**src/rtl/write_pointer_full.sv**
```systemverilog
// write_pointer_full: async FIFO write pointer, read-pointer synchronizer, full/overflow flags.
// Optional registered almost_full when WPTR_ALMOST_FULL_EN is defined.
module write_pointer_full #(
  parameter int ADDBITS      = 2,
  parameter int WIDTH        = ADDBITS + 1,
  parameter int SYNC_STAGES  = 2,
  parameter int AFULL_THRESH = 2**ADDBITS - 1
) (
  input  logic               clk,
  input  logic               rst,
  input  logic               count,
  input  logic [WIDTH-1:0]   rpointer,
  output logic [WIDTH-1:0]   wpointer,
  output logic [ADDBITS-1:0] waddr,
  output logic               wen,
  output logic               full,
  output logic               overflow,
  output logic               almost_full
);
  // Full when the read pointer differs only in the two top Gray bits.
  localparam logic [WIDTH-1:0] FLIP = ~({WIDTH{1'b1}} >> 2);
  logic [WIDTH-1:0] wbin_q, wbin_d, wgray_q, wgray_d, rsync_last;
  logic [SYNC_STAGES-1:0][WIDTH-1:0] rsync_q;
  logic full_q, ovf_q;
  assign wen        = count & ~full_q;
  assign wbin_d     = wbin_q + WIDTH'(wen);
  assign wgray_d    = wbin_d ^ (wbin_d >> 1);
  assign rsync_last = rsync_q[SYNC_STAGES-1];
  assign wpointer   = wgray_q;
  assign waddr      = wbin_q[ADDBITS-1:0];
  assign full       = full_q;
  assign overflow   = ovf_q;
  always_ff @(posedge clk) begin
    if (!rst) begin
      wbin_q  <= '0;
      wgray_q <= '0;
      rsync_q <= '0;
      full_q  <= 1'b0;
      ovf_q   <= 1'b0;
    end else begin
      wbin_q  <= wbin_d;
      wgray_q <= wgray_d;
      rsync_q <= {rsync_q[SYNC_STAGES-2:0], rpointer};
      full_q  <= wgray_d == (rsync_last ^ FLIP);
      ovf_q   <= ovf_q | (count & full_q);
    end
  end
`ifdef WPTR_ALMOST_FULL_EN
  logic [WIDTH-1:0] rbin_s, lvl;
  logic af_q;
  always_comb begin
    rbin_s = '0;
    for (int i = 0; i < WIDTH; i++) rbin_s[i] = ^(rsync_last >> i);
  end
  assign lvl         = wbin_d - rbin_s;
  assign almost_full = af_q;
  always_ff @(posedge clk) begin
    if (!rst) af_q <= 1'b0;
    else      af_q <= lvl >= WIDTH'(AFULL_THRESH);
  end
`else
  assign almost_full = 1'b0;
`endif
endmodule

```
**config.mk**
```make
export PLATFORM = sky130hd
export DESIGN_NAME = write_pointer_full
export DESIGN_NICKNAME = d
export VERILOG_FILES = /design/src/rtl/write_pointer_full.sv
export SDC_FILE = /design/constraint.sdc
export NUM_CORES = 1
export LEC_CHECK = 0
export BUFFER_PORTS_ARGS = -buffer_cell sky130_fd_sc_hd__buf_2
export CAP_MARGIN = 10
export CORE_AREA = 2 2 39 41
export CTS_BUF_LIST = sky130_fd_sc_hd__clkbuf_8
export CTS_CLUSTER_DIAMETER = 120
export DETAILED_ROUTE_END_ITERATION = 10
export DIE_AREA = 0 0 41 43
export GPL_TIMING_DRIVEN = 0
export SYNTH_ARGS = -nofsm -noshare
export SYNTH_HDL_FRONTEND = slang
export SYNTH_SLANG_ARGS = --single-unit
```
**constraint.sdc**
```tcl
create_clock -name clk -period 2.7 [get_ports clk]
set_input_delay 0.54 -clock clk [delete_from_list [all_inputs] [get_ports clk]]
set_output_delay 0.54 -clock clk [all_outputs]
set_load 0.005 [all_outputs]
```
==> results of run 1 <==
==> area by class of cell <==
cell class	count	share of cell area, %
well taps	16	3.38
multi-input cells	25	32.1
flip-flops and latches	13	44.0
repair buffers	13	11.0
clock inverters	1	0.634
plain buffers	2	1.90
clock buffers	3	6.98
==> layout by cell type, fill, tap and decap left out <==
master     n
clkbuf_1   1
clkbuf_8   3
xnor2_2    1
and2_2     2
nor2b_1    3
dfxtp_1   13
nor3_1     1
ha_1       2
o211a_1    1
buf_2     13
and2_1     8
xor2_1     2
a21oi_1    1
inv_1      1
conb_1     1
buf_4      1
xnor2_1    2
and3_1     1
==> registers in the layout (all words and copies together) (netlist names) <==
signal	flops
wbin_q	3
full	1
overflow	1
rsync_q	3
wpointer	2
rsync_last	3
==> layer usage <==
metal,up-vias,part of all wire (%)
met3,2,6.1
li1,157,-
met4,0,1.7
met5,-,0
met2,10,48
met1,133,44
==> metrics by stage <==
step	hold slack [ns]	area (sq um)	worst slack, ns
2_1_floorplan	0.412	462	0.851
3_3_place_gp	0.415	547	0.691
3_5_place_dp	0.419	547	0.686
4_1_cts	0.432	592	0.938
5_1_grt	0.447	592	0.878
6_report	0.429	592	0.944
==> kinds of logic (layout without fill, tap and decap cells) <==
kind of cell,Yosys count,after routing,share of synthesized area (%)
AND/OR/NAND/NOR,15,15,20.6
buffers and inverters,2,19,2.44
other,1,1,0.812
flip-flops,13,13,56.4
adder cells (fa/ha/maj),2,2,5.42
AO/OA/AOI/OAI,2,2,3.25
XOR/XNOR,5,5,11.1
==> report_power, final <==
| group | leakage (uW) | internal (uW) | switching, uW |
|---|---|---|---|
| registers | 0.000107 | 205 | 4.00 |
| clock network | 0.0000269 | 100 | 63.6 |
| logic | 0.000165 | 30.1 | 23.5 |
==> worst paths after layout <==
| path | startpoint | end | slack [ns] | depth (start not counted) |
|---|---|---|---|---|
| max | count | full | 0.94 | 7 |
| min | rsync_q[2] | rsync_last[2] | 0.43 | 1 |
| min reg2reg | rsync_q[2] | rsync_last[2] | 0.43 | 1 |
| max reg2reg | full | full | 1.07 | 6 |
==> impl_metrics.ini, run 1 <==
[die]
fp-row-count = 14
coreArea_sq_um = 1380
die_h_um = 43
dieArea_sq_um = 1760
floorplan.initialDensity_pct = 33.4
die_w_um = 41
io_pins = 15

[timing]
fin_tns_setup_ns = 0
fmax_mhz = 570
hold_viol = 0
setup_viol = 0
skew_ns = 0.00226
layout_min_cycle_time_ns = 1.76
fin_crit_sh_pct = 65.0
slew_violations = 0
rsz0062_at_grt = no

[clock_network]
numClockSinks = 13
clock_path_buffers = 2
cts_buffers = 3
hold_buffers = 0
clk_latency_ns = 0.24
tritoncts = yes
cts_resized = 0
cts_setup_buffers = 0
clk_pin_slew_worst_paths_ns = 0.05
cts_root_buffer = clkbuf_8
cts-htree-levels = 1

[pwr]
p_per_area_nw_per_um2 = 720
cellLeakagePower_uw = 0.000299
finalPower_uw = 426
max-vdd-ir-drop_mv = 0.386

[setup_path]
end_kind = flop
arrival_ns = 1.89
required_ns = 2.83
path_class = in -> reg
cp_slowest_stage_delay_ns = 0.34
worst-path-buf-inv = 1
cp_slowest_cell = ha_1
critPathMaxFanout = 4
cp-start-kind = input pin
cp_top_family = adder cells
crit_path_frequent_cell = ha_1
crit_chain = buf_2 -> nor2b_1 -> ha_1 -> ha_1 -> xor2_1 -> and3_1 -> o211a_1

[synthesis]
async_flop_share_pct = 0
syn_inst = 40
synth-edff-count = 0
mappedNetlistArea_sq_um = 462
syn-num-nets = 48
ys_seq_area_share_pct = 56.4
post-synth-top-area-cell = dfxtp_1
ys_ff_latch = 13
ys.flop_type = dfxtp_1
synth_area_leaders = dfxtp_1, and2_1, ha_1
yosys.cell_count.top_type = dfxtp_1
syn_area_per_cell_sq_um = 11.5
synth_top_cells_by_count = dfxtp_1, and2_1, nor2b_1
netlist.area_leader.share_pct = 56.4
yosys_warnings = 0
synth_cell_types = 15

[route]
wl_per_cell_um = 8.30
drt_iter0_markers = 3
num_vias = 302
drt_wl_total_um = 606
via_per_inst = 4.14
ant_nets = 0
drt_first_pass_iters = 2
drc_errors = 0

[grt]
busiest_layer = met2
grt_start_max_net_pins = 11
grt_usage_pct = 8.98
grt.met3_usage_pct = 4.71
grt_first_pass_wirelength_um = 1010
grt_remaining_overflow = 0
use_met1_pct = 9.48
antenna_found_initial = 0
grt_pass1_vias = 282
grtUsageMet2_pct = 12.2

[finish]
layout.cells.non_filler = 73
fin_util_pct = 42.8
regArea_sq_um = 260
multi_input_area_sq_um = 190
diodes = 0
num-nets-final = 66
final_layout_size_suffix_gt1_share_pct = 35.1
area_growth_pct = 28.2
fillCellCount = 144

[place]
dp_cells = 69
port_buffers = 13
dp_hpwl_um = 460
gp_congestion = 0.624

[job]
drv_cap = 0

[status]
status = finished, final reports clean

[min_path]
min_path_type = reg -> reg
Power figures use the tool's default switching activity.
==> run 2, diff against run 1 <==
- clock period: 2.7 -> 1.7 ns (I/O delays scaled with it)
==> impl_metrics.ini, run 2 (synthesis gave the netlist of run 1 again) <==
[status]
status = finished, final reports clean

[setup_path]
cp_slowest_cell = dfxtp_1
cp-start-kind = flop
critPathMaxFanout = 4
cp_top_family = adder cells
worst-path-buf-inv = 0
rr_startpoint = full
r2r_cells = 6
arrival_ns = 1.68
r2r-end = full
required_ns = 1.83
rrSetupSlack_ns = 0.15
end_kind = flop
path_class = reg -> reg
cp_slowest_stage_delay_ns = 0.32
crit_chain = nor2b_1 -> ha_1 -> ha_4 -> xor2_1 -> and3_1 -> o211a_1

[timing]
fin_tns_setup_ns = 0
fmax_mhz = 644
setup_ws_ns = 0.147
hold_viol = 0
layout_min_cycle_time_ns = 1.55
fin_crit_sh_pct = 91.3
slew_violations = 0
skew_ns = 0.00226
setup_viol = 0
rsz0062_at_grt = no

[min_path]
min_to = rsync_q[0]
whs_path_depth = 2
hold_start = rpointer[0]
min_path_type = in -> reg

[finish]
layout.cells.non_filler = 73
num-nets-final = 66
diodes = 0
final_layout_size_suffix_gt1_share_pct = 36.8
most-common-layout-cells = dfxtp_1, buf_2, and2_1, nor2b_1, clkbuf_8
fillCellCount = 143
area_growth_pct = 30.9

[job]
drv_cap = 0

[die]
die_w_um = 41
coreArea_sq_um = 1380
io_pins = 15
fp-row-count = 14
die_h_um = 43
dieArea_sq_um = 1760
floorplan.initialDensity_pct = 33.4

[clock_network]
clock_path_buffers = 2
cts-htree-levels = 1
clk_pin_slew_worst_paths_ns = 0.05
numClockSinks = 13
clk_latency_ns = 0.24
tritoncts = yes
cts_buffers = 3
cts_root_buffer = clkbuf_8

[pwr]
p_per_area_nw_per_um2 = 1130
cellLeakagePower_uw = 0.000297
max-vdd-ir-drop_mv = 0.614

[route]
drt_first_pass_iters = 2
via_per_inst = 4.14
ant_nets = 0
drt_iter0_markers = 3
wl_per_cell_um = 8.36
drt_wl_total_um = 610
drc_errors = 0
num_vias = 302

[grt]
grt_remaining_overflow = 0
grt_pass1_vias = 282
grt_first_pass_wirelength_um = 1010
grt_start_max_net_pins = 11
antenna_found_initial = 0
grt_usage_pct = 8.98

[place]
dp_cells = 69
gp_congestion = 0.624
post-place-ws_ns = -0.114
port_buffers = 13
dp_hpwl_um = 460
-- run 2: cell count changes in the layout (fill, tap and decap cells not counted) --
cell and change:
ha_1 -1, ha_4 +1
-- run 2: how the worst max path moves through the flow --
stage	start	end	slack, ns	depth (start not counted)
after floorplan	count	full	0.05	6
after global placement	count	full	-0.11	7
after detailed placement	count	full	-0.11	7
after CTS	full	full	0.07	6
after global routing	full	full	0.06	6
final	full	full	0.15	6
-- run 2: per-stage QoR --
stage	instance area (sq um)	hold slack [ns]	total power [uW]	utilization, %
finish	604	0.306	684	43.7
global route	604	0.309	714	43.7
CTS	592	0.301	689	42.8
detailed placement	547	0.419	425	39.5
global placement	547	0.415	423	39.5
floorplan	462	0.412	396	-
-- run 2: per-layer routing --
layer | vias to the layer above | track usage [%] | part of all wire (%)
li1 | 157 | - | -
met1 | 133 | 9.48 | 44
met2 | 10 | 12.2 | 48
met3 | 2 | 4.71 | 6.1
met4 | 0 | 8.00 | 1.6
met5 | - | 0 | 0
-- run 2: report_power, final --
group          internal, uW  switching [uW]
clock                   159             101
sequential              326            7.48
combinational          52.7            38.1
-- run 2: area by class of cell --
type | count | area, sq um | share of cell area, %
sequential | 13 | 260 | 43.1
tap | 16 | 20.0 | 3.31
timing repair buffer | 13 | 65.1 | 10.8
buffer | 2 | 11.3 | 1.86
multi-input combinational | 25 | 203 | 33.5
clock inverter | 1 | 3.75 | 0.621
clock buffer | 3 | 41.3 | 6.83
-- run 2: timing repair --
action                                  in CTS  in global routing
hold buffers                                 0                  0
endpoints found under the setup margin       0                  1
gates resized for setup                      0                  1
hold endpoints to repair                     0                  0
setup buffers                                0                  0
-- run 2: worst reg2reg max path, cell delays in order, from the launching register on --
cell	delay, ns
dfxtp_1	0.32
nor2b_1	0.14
ha_1	0.20
ha_4	0.22
xor2_1	0.17
and3_1	0.18
o211a_1	0.21
